[config.mk]
export PLATFORM = sky130hd
export DESIGN_NAME = uart_receive
export DESIGN_NICKNAME = d
export VERILOG_FILES = /design/src/rtl/uart_pkg.sv /design/src/rtl/uart_sync2.sv /design/src/rtl/uart_receive.sv
export SDC_FILE = /design/constraint.sdc
export NUM_CORES = 1
export LEC_CHECK = 0
export BUFFER_PORTS_ARGS = -buffer_cell sky130_fd_sc_hd__buf_4
export CAP_MARGIN = 10
export CORE_MARGIN = 2
export CORE_UTILIZATION = 45
export DETAILED_ROUTE_END_ITERATION = 16
export GPL_ROUTABILITY_DRIVEN = 0
export PLACE_DENSITY = 0.69
export SLEW_MARGIN = 20
export SYNTH_ARGS = -nofsm -noshare
export SYNTH_HDL_FRONTEND = slang
export SYNTH_HIERARCHICAL = 1
export SYNTH_SLANG_ARGS = --single-unit
[constraint.sdc]
create_clock -name clk -period 1.8 [get_ports clk]
set_input_delay 0.09 -clock clk [delete_from_list [all_inputs] [get_ports clk]]
set_output_delay 0.09 -clock clk [all_outputs]
set_load 0.005 [all_outputs]
[src/rtl/uart_pkg.sv]
// rtl/uart_pkg.sv - shared UART state encoding, I/O addresses and default frame geometry
package uart_pkg;

    typedef enum logic [1:0] {
        IDLE  = 2'd0,
        START = 2'd1,
        DATA  = 2'd2,
        STOP  = 2'd3
    } rx_state_t;

    localparam logic [1:0] ADDR_DATA = 2'd0;

    localparam int DEF_DATA_BITS  = 8;
    localparam int DEF_OVERSAMPLE = 16;

endpackage

[src/rtl/uart_sync2.sv]
// rtl/uart_sync2.sv - two-flop synchroniser for the asynchronous serial line, resets to idle-high
module uart_sync2 (
    input  logic clk,
    input  logic rst,
    input  logic d,
    output logic q
);

    logic meta;

    always_ff @(posedge clk or negedge rst) begin
        if (!rst) begin
            meta <= 1'b1;
            q    <= 1'b1;
        end else begin
            meta <= d;
            q    <= meta;
        end
    end

endmodule

[src/rtl/uart_receive.sv]
// rtl/uart_receive.sv - oversampling 8N1 UART receiver with holding register and bus-readable status
module uart_receive
    import uart_pkg::*;
#(
    parameter int DATA_BITS  = DEF_DATA_BITS,
    parameter int OVERSAMPLE = DEF_OVERSAMPLE
) (
    input  logic                 clk,
    input  logic                 rst,
    input  logic                 brg_en,
    input  logic                 rxd,
    input  logic                 iocs,
    input  logic                 iorw,
    input  logic [1:0]           ioaddr,
    output logic [DATA_BITS-1:0] rx_data,
    output logic                 rda,
    output logic                 frame_err,
    output logic                 overrun
);

    localparam int              TW       = $clog2(OVERSAMPLE);
    localparam logic [TW-1:0]   TICK_MID = TW'(OVERSAMPLE / 2 - 1);
    localparam logic [TW-1:0]   TICK_END = TW'(OVERSAMPLE - 1);
    localparam logic [3:0]      BIT_LAST = 4'(DATA_BITS - 1);

    rx_state_t              state, state_nxt;
    logic [TW-1:0]          tick_cnt, tick_nxt;
    logic [3:0]             bit_cnt, bit_nxt;
    logic [DATA_BITS-1:0]   shreg, shreg_nxt;
    logic                   load;
    logic                   rd;
    logic                   rxd_s;

    uart_sync2 u_sync (
        .clk (clk),
        .rst (rst),
        .d   (rxd),
        .q   (rxd_s)
    );

    assign rd = iocs & iorw & (ioaddr == ADDR_DATA);

    always_ff @(posedge clk or negedge rst) begin
        if (!rst) begin
            state    <= IDLE;
            tick_cnt <= '0;
            bit_cnt  <= '0;
            shreg    <= '0;
        end else begin
            state    <= state_nxt;
            tick_cnt <= tick_nxt;
            bit_cnt  <= bit_nxt;
            shreg    <= shreg_nxt;
        end
    end

    // Everything advances only on baud ticks, so a stalled generator freezes the frame in place.
    always_comb begin
        state_nxt = state;
        tick_nxt  = tick_cnt;
        bit_nxt   = bit_cnt;
        shreg_nxt = shreg;
        load      = 1'b0;
        if (brg_en) begin
            case (state)
                IDLE: begin
                    tick_nxt = '0;
                    if (!rxd_s) state_nxt = START;
                end
                START: begin
                    if (tick_cnt == TICK_MID) begin
                        tick_nxt  = '0;
                        bit_nxt   = '0;
                        state_nxt = rxd_s ? IDLE : DATA;
                    end else begin
                        tick_nxt = tick_cnt + 1'b1;
                    end
                end
                DATA: begin
                    if (tick_cnt == TICK_END) begin
                        shreg_nxt = {rxd_s, shreg[DATA_BITS-1:1]};
                        tick_nxt  = '0;
                        bit_nxt   = bit_cnt + 4'd1;
                        if (bit_cnt == BIT_LAST) state_nxt = STOP;
                    end else begin
                        tick_nxt = tick_cnt + 1'b1;
                    end
                end
                STOP: begin
                    if (tick_cnt == TICK_END) begin
                        load      = 1'b1;
                        tick_nxt  = '0;
                        state_nxt = IDLE;
                    end else begin
                        tick_nxt = tick_cnt + 1'b1;
                    end
                end
                default: state_nxt = IDLE;
            endcase
        end
    end

    // A load beats a coincident read: the new byte stays available and is not counted as lost.
    always_ff @(posedge clk or negedge rst) begin
        if (!rst) begin
            rx_data   <= '0;
            rda       <= 1'b0;
            frame_err <= 1'b0;
            overrun   <= 1'b0;
        end else if (load) begin
            rx_data   <= shreg;
            frame_err <= ~rxd_s;
            rda       <= 1'b1;
            overrun   <= rd ? 1'b0 : (overrun | rda);
        end else if (rd) begin
            rda     <= 1'b0;
            overrun <= 1'b0;
        end
    end

endmodule
==> results of run 1 <==
stage by stage:
stage	util [%]	cell area, µm²
3_5_place_dp	53.5	1660
4_1_cts	56.6	1760
6_report	56.6	1760
5_1_grt	56.6	1760
3_3_place_gp	53.5	1660
2_1_floorplan	-	1490
registers in the layout, summed over array words and instances, names as in the netlist, named ones only:
name         flops
bit_cnt          4
frame_err        1
overrun          1
rda              1
rx_data          8
shreg            8
state            1
tick_cnt         4
u_sync/meta      1
u_sync/q         1
worst paths after layout:
kind | start | endpoint | slack, ns | depth (start not counted)
worst min-delay path | ioaddr[0] | overrun$_DFFE_PN0P_ | 0.06 | 3
worst min register to register | u_sync/meta$_DFF_PN1_ | u_sync/q$_DFF_PN1_ | 0.37 | 0
worst max register to register | tick_cnt[0]$_DFFE_PN0P_ | rx_data[6]$_DFFE_PN0P_ | 0.25 | 4
min in group asynchronous | rst | tick_cnt[3]$_DFFE_PN0P_ | 0.22 | 2
max in group asynchronous | rst | u_sync/meta$_DFF_PN1_ | 1.25 | 2
worst max-delay path | tick_cnt[0]$_DFFE_PN0P_ | rx_data[6]$_DFFE_PN0P_ | 0.25 | 4
cell usage after synthesis, types with 2 or more instances:
| library cell | n |
|---|---|
| a31oi_1 | 2 |
| buf_6 | 2 |
| nor2_1 | 4 |
| and2_1 | 2 |
| o211ai_1 | 2 |
| a21oi_1 | 3 |
| dfrtp_1 | 29 |
| o21bai_1 | 2 |
| mux2_2 | 17 |
| inv_1 | 4 |
| a21o_1 | 2 |
| a221oi_1 | 2 |
| dfstp_2 | 2 |
| buf_2 | 4 |
| and4b_1 | 2 |
| o21ai_0 | 6 |
| nand2_1 | 4 |
| nor2b_1 | 2 |
| nand3_1 | 3 |
| buf_4 | 2 |
| ha_1 | 2 |
| a21boi_0 | 2 |
cell families after synthesis:
group	Yosys count	share of synthesized area, %
fa+ha+maj	2	1.68
buf+inv	12	4.87
compound gates	30	14.4
simple gates	29	13.9
mux	17	12.8
flops	31	52.2
where the power goes:
part | switching (mW) | total [mW] | internal (mW)
Clock | 0.225 | 0.406 | 0.181
Sequential | 0.0882 | 0.865 | 0.777
Combinational | 0.298 | 0.521 | 0.223
cell type report:
class,count,share of cell area [%]
Clock buffer,6,2.92
Clock inverter,1,0.285
Inverter,4,0.855
Multi-Input combinational cell,78,36.4
Sequential cell,31,44.3
Tap cell,44,3.13
Timing Repair Buffer,27,12.1
worst max-delay path: cells and delay by family, from the launching register on:
| kind | cells | cell delay [ns] |
|---|---|---|
| adders and majority gates | 1 | 0.24 |
| and+or+nand+nor | 2 | 0.45 |
| muxes | 1 | 0.37 |
| DFF | 1 | 0.39 |
per-layer routing:
layer	track usage, %	vias up	routed length, µm
met2	27.7	20	1390
met5	0	-	0
met1	20.9	525	1290
met4	10.6	0	76
li1	-	495	-
met3	4.41	7	77
==> flow_summary.yaml, run 1 <==
outcome:
  status: "finished clean"
setup_path:
  cp-start-kind: "flop"
  worstSetupEndpointType: "flop"
  required_ns: 2.01
  cp_data_arrival_time_ns: 1.76
  timing.critical_path.cells: "ha_1 > nand4_4 > nor2_8 > mux2_2"
  crit_slowest_cell: "dfrtp_1"
  critical_path_peak_fanout: 10
  crit_path_max_incr_delay_ns: 0.39
  crit_type: "reg2reg"
clocking:
  hold_buffers: 4
  cts_buffers: 5
  cts_setup_buffers: 0
  clk_pin_slew_ns: 0.09
  htree_num_levels: 2
  cts_root_buffer: "clkbuf_4"
  cts_resized: 0
  clkSinkCount: 31
  clkLatencyLatePin_ns: 0.32
  cts_tree: "built"
  cts_max_path_buffers: 2
final_layout:
  final-seq-area_um2: 778
  final_cells: 191
  multi_input_area_um2: 639
  layout.cells.most_common_list: "dfrtp_1 (29), buf_4 (23), mux2_2 (17)"
  fin_nets: 157
  drive_gt1_share_pct: 36.7
  nFillCells: 287
  final_common_cell: "dfrtp_1"
  antenna_cells: 0
  syn_to_final_growth_pct: 17.9
run:
  max_cap_viol_count: 0
global_routing:
  grt_usage_pct: 17.3
  grt_max_degree: 32
  grt_first_pass_wirelength_um: 4660
  antenna_found_initial: 0
  grt_pass1_vias: 1044
  overflow: 0
timing:
  fin_crit_sh_pct: 86.2
  fin_crit_ns: 1.55
  fin_ws_ns: 0.249
  relSlewSlack_pct: 74.1
  tightestPinTransition_ns: 0.388
  whs_ns: 0.0633
  tns_ns: 0
  slew_viol_final: 0
  fin_skew_ns: 0.00776
  setup_viol: 0
  rsz0062_at_grt: "false"
  fmax_mhz: 645
  hold_viol: 0
route:
  vias: 1047
  postRouteAntennaNets: 0
  drc: 0
  vias_per_cell: 5.48
  first_pass_iters: 4
  routed_wl_um: 2830
  first_iter_violations: 12
  wl_per_cell_um: 14.8
floorplanning:
  io_pins: 19
  placementRows: 20
  dieArea_mm2: 0.00379
  die_h_um: 61.5
  chipWidth_um: 61.5
  core_area_mm2: 0.00310
  initial_utilization_pct: 48.0
placed_design:
  dpl.hpwl_um: 1960
  dp.cells: 180
  io_buffers: 18
  pre_cts_ws_ns: 0.235
power:
  p_leak_nw: 0.861
  total_power_mw: 1.79
  cellPowerDensity_mw_per_mm2: 1020
  ir_worst_vdd_uv: 612
logic_synthesis:
  yosysTopAreaCellShare_pct: 48.7
  synthFlopType: "dfrtp_1"
  yosys_warnings: 6
  yosysTopAreaCell: "dfrtp_1"
  ys_ff_latch: 31
  synth-edff-count: 0
  ys_async_sr_fraction_pct: 100
  syn-num-nets: 131
  ys_types: 43
  synth_cells: 121
  syn-cell-area_mm2: 0.00149
  syn_avg_cell_area_um2: 12.3
  synth_area_leaders: "dfrtp_1 (49%), mux2_2 (13%), dfstp_2 (3.5%)"
  synth.yosys.seq_area_share_pct: 52.2
worst_hold_path:
  hp-class: "in2reg"
Power figures use the tool's default switching activity.
==> run 2: changes to the inputs <==
CORE_MARGIN = not set   (was 2)
clock period = 1.6 ns   (was 1.8 ns; I/O delays follow)
==> flow_summary.yaml, run 2 (synthesis gave the netlist of run 1 again) <==
setup_path:
  crit_slowest_cell: "dfrtp_1"
  critPathTopFamily: "simple AND/OR/NAND/NOR gates"
  cp-start-kind: "flop"
  crit_buf_inv: 1
  critical_path_peak_fanout: 8
  cp_data_arrival_time_ns: 1.71
  timing.critical_path.cells: "ha_4 > buf_4 > nand4b_1 > or3_1 > o211a_1"
  worstSetupEndpointType: "flop"
  crit_type: "reg2reg"
  required_ns: 1.82
  crit_path_max_incr_delay_ns: 0.43
route:
  drc: 0
  vias: 1053
  wl_per_cell_um: 14.5
  first_iter_violations: 69
  vias_per_cell: 5.46
  postRouteAntennaNets: 0
  routed_wl_um: 2790
  first_pass_iters: 4
clocking:
  htree_num_levels: 2
  clkSinkCount: 31
  cts_max_path_buffers: 2
  clk_pin_slew_ns: 0.09
  cts_tree: "built"
  clkLatencyLatePin_ns: 0.33
  cts_buffers: 5
  cts_root_buffer: "clkbuf_4"
timing:
  slew_viol_final: 0
  hold_viol: 0
  tightestPinTransition_ns: 0.393
  fin_skew_ns: 0.00474
  fin_crit_sh_pct: 92.9
  rsz0062_at_grt: "false"
  fin_ws_ns: 0.114
  tns_ns: 0
  fmax_mhz: 673
  setup_viol: 0
  whs_ns: 0.0588
  relSlewSlack_pct: 73.8
  fin_crit_ns: 1.49
power:
  p_sw_share_pct: 32.5
  cellPowerDensity_mw_per_mm2: 1200
  p_leak_nw: 0.876
  pwr-share-comb_pct: 27.8
  total_power_mw: 2.17
  p_int_mw: 1.47
  p_seq_share_pct: 45.6
  p_clk_share_pct: 26.6
  switchingPower_mw: 0.706
  ir_worst_vdd_uv: 662
placed_design:
  placed_area_mm2: 0.00166
  dpl.hpwl_um: 1870
  pre_cts_ws_ns: 0.0410
  dp.cells: 180
  io_buffers: 18
final_layout:
  final_common_cell: "dfrtp_1"
  top_regs: "rx_data (8), shreg (8)"
  fin_nets: 159
  final_cells: 193
  layout.cells.most_common_list: "dfrtp_1 (29), buf_4 (24), mux2_2 (17)"
  syn_to_final_growth_pct: 21.0
  drive_gt1_share_pct: 37.6
  antenna_cells: 0
  final_area_mm2: 0.00180
  post-route-util_pct: 58.1
global_routing:
  grt_first_pass_wirelength_um: 4700
  overflow: 0
  grt_max_degree: 32
  grt_pass1_vias: 997
  antenna_found_initial: 0
  grt_usage_pct: 18.7
  use_met2_pct: 28.1
  met3_usage_pct: 5.90
  top_usage_layer: "met2"
  grtUsageMet1_pct: 24.6
floorplanning:
  core_area_mm2: 0.00310
  placementRows: 20
  chipWidth_um: 59.5
  initial_utilization_pct: 48.0
  io_pins: 19
  die_h_um: 59.5
  dieArea_mm2: 0.00355
run:
  max_cap_viol_count: 0
worst_hold_path:
  hp-class: "in2reg"
outcome:
  status: "finished clean"
## run 2: cell count changes in the layout (fill, tap and decap cells not counted), sizes merged
cell | before | now
bufinv | 0 | 1
clkinv | 1 | 0
buf | 23 | 25
## run 2: worst paths after layout
path	start	end	slack [ns]	depth (start not counted)
worst min-delay path	brg_en	tick_cnt[1]$_DFFE_PN0P_	0.06	2
min in group asynchronous	rst	tick_cnt[3]$_DFFE_PN0P_	0.20	2
worst max register to register	tick_cnt[0]$_DFFE_PN0P_	bit_cnt[3]$_DFFE_PN0P_	0.11	5
worst min register to register	u_sync/meta$_DFF_PN1_	u_sync/q$_DFF_PN1_	0.36	0
max in group asynchronous	rst	u_sync/meta$_DFF_PN1_	1.06	2
worst max-delay path	tick_cnt[0]$_DFFE_PN0P_	bit_cnt[3]$_DFFE_PN0P_	0.11	5
## run 2: layout make-up
cell class,count,area (µm²)
repair buffers,29,231
well taps,44,55.1
inverters,4,15.0
clock buffers,6,41.3
multi-input cells,78,652
clock inverters,1,30.0
flip-flops and latches,31,778
fillers,279,1300
## run 2: what timing repair did
action                                 4_1_cts  5_1_grt
setup endpoints to repair                    0       19
hold buffers                                 4        0
endpoints found under the hold margin       33        0
buffers inserted                             0        2
resized for setup                            0        3
## run 2: per-layer routing
layer  vias up  part of all wire, %
li1        503                    -
met1       522                   45
met2        22                   49
met3         6                  4.4
met4         0                  2.1
met5         -                    0
## run 2: power by group through the flow
stage / clock (mW) / sequential [mW] / combinational (mW)
after global placement: 0 / 0.992 / 0.553
after detailed placement: 0 / 0.995 / 0.572
after CTS: 0.601 / 0.980 / 0.583
final: 0.577 / 0.990 / 0.604
after floorplan: 0 / 0.944 / 0.466
after global routing: 0.628 / 1.00 / 0.679
==> run 3: changes to the inputs <==
CTS_BUF_LIST = sky130_fd_sc_hd__clkbuf_8   (was not set)
==> flow_summary.yaml, run 3 (synthesis gave the netlist of run 1 again) <==
outcome:
  status: "finished clean"
clocking:
  clkSinkCount: 31
  htree_num_levels: 2
  cts_tree: "built"
  clkLatencyLatePin_ns: 0.28
  cts_root_buffer: "clkbuf_8"
  clk_pin_slew_ns: 0.06
  cts_max_path_buffers: 2
  cts_buffers: 5
setup_path:
  r2r_slack_ns: 0.08
  cp_data_arrival_time_ns: 1.68
  startpoint: "tick_cnt[0]$_DFFE_PN0P_"
  worstSetupEndpointType: "flop"
  r2r_start: "tick_cnt[0]$_DFFE_PN0P_"
  rr_worst_depth: 5
  reg2reg_to: "shreg[6]$_DFFE_PN0P_"
  required_ns: 1.77
  crit_type: "reg2reg"
  critical_path_peak_fanout: 11
  cp-start-kind: "flop"
  cp-endpoint: "shreg[6]$_DFFE_PN0P_"
worst_hold_path:
  hp-start: "iocs"
  hp-class: "in2reg"
timing:
  fin_skew_ns: 0.00249
  setup_viol: 0
  tns_ns: 0
  tightestPinTransition_ns: 0.392
  relSlewSlack_pct: 73.9
  hold_viol: 0
  fin_crit_ns: 1.52
  fmax_mhz: 660
  rsz0062_at_grt: "false"
  slew_viol_final: 0
  fin_crit_sh_pct: 94.7
  fin_ws_ns: 0.0850
global_routing:
  antenna_found_initial: 0
  overflow: 0
  grt_pass1_vias: 993
  grt_usage_pct: 19.1
  grt_max_degree: 32
  grt_first_pass_wirelength_um: 4720
run:
  max_cap_viol_count: 0
power:
  cellPowerDensity_mw_per_mm2: 1270
  total_power_mw: 2.29
  p_leak_nw: 0.877
  ir_worst_vdd_uv: 761
route:
  first_iter_violations: 51
  wl_per_cell_um: 14.5
  first_pass_iters: 6
  routed_wl_um: 2750
  vias: 1044
  drc: 0
  postRouteAntennaNets: 0
  vias_per_cell: 5.49
final_layout:
  final_common_cell: "dfrtp_1"
  nFillCells: 276
  syn_to_final_growth_pct: 20.7
  layout.cells.most_common_list: "dfrtp_1 (29), buf_4 (22), mux2_2 (17)"
  antenna_cells: 0
  fin_nets: 156
  drive_gt1_share_pct: 37.0
  top_regs: "rx_data (8), shreg (8)"
floorplanning:
  chipWidth_um: 59.5
  placementRows: 20
  initial_utilization_pct: 48.0
  io_pins: 19
  dieArea_mm2: 0.00355
  die_h_um: 59.5
  core_area_mm2: 0.00310
placed_design:
  dpl.hpwl_um: 1870
  io_buffers: 18
  pre_cts_ws_ns: 0.0410
==> run 3: changes by cell type in the layout (fill, tap and decap cells not counted), sizes merged <==
cell | previous run | this run
dlygate4sd3 | 4 | 3
inv | 4 | 5
clkbuf | 6 | 5
buf | 25 | 23
==> run 3: repair_timing <==
item                       in CTS  in global routing
buffers inserted                0                  0
hold buffers                    3                  0
setup endpoints to repair       0                 19
hold endpoints to repair       31                  0
gates resized for setup         0                  2
==> run 3: metal layers <==
layer	wire length (µm)	GRT usage, %	part of all wire (%)	vias up
met5	0	0	0	-
met4	61	8.97	2.2	0
met3	120	7.21	4.4	8
met2	1300	27.9	47	21
met1	1260	24.9	46	518
li1	-	-	-	497
==> run 3: through the flow <==
step / instances / hold slack [ns] / area (µm²) / utilization [%]
final: 190 / 0.00928 / 1800 / 58.0
after global routing: 190 / 0.00479 / 1800 / 58.0
after CTS: 190 / 0.00819 / 1790 / 57.8
after detailed placement: 180 / 0.0375 / 1660 / 53.5
after global placement: 180 / 0.0330 / 1660 / 53.5
after floorplan: 121 / -0.216 / 1490 / -
==> run 3: final cells by class <==
| type | instances | area (µm²) | share of cell area [%] |
|---|---|---|---|
| Sequential cell | 31 | 778 | 43.3 |
| Multi-Input combinational cell | 78 | 642 | 35.7 |
| Timing Repair Buffer | 26 | 206 | 11.5 |
| Clock buffer | 5 | 68.8 | 3.82 |
| Tap cell | 44 | 55.1 | 3.06 |
| Clock inverter | 2 | 33.8 | 1.88 |
| Inverter | 4 | 15.0 | 0.834 |
==> run 3: power breakdown <==
part	switching (mW)	internal (mW)	leakage, nW
sequential	0.106	0.875	0.413
combinational	0.331	0.254	0.409
clock	0.277	0.449	0.0554
total	0.715	1.58	0.877
==> run 3: critical path, stage by stage (launching register included) <==
cell,delay [ns]
dfrtp_1,0.38
ha_2,0.24
nand3_1,0.11
nor3_2,0.14
buf_6,0.18
mux2_2,0.34
==> run 3: worst min-delay path by stage <==
stage                                         end  slack [ns]  depth (start not counted)
after floorplan                         async pin       -0.22                          0
after global placement    tick_cnt[3]$_DFFE_PN0P_        0.03                          1
after detailed placement  tick_cnt[3]$_DFFE_PN0P_        0.04                          1
after CTS                     overrun$_DFFE_PN0P_       0.008                          2
after global routing          overrun$_DFFE_PN0P_       0.005                          2
final                         overrun$_DFFE_PN0P_       0.009                          2
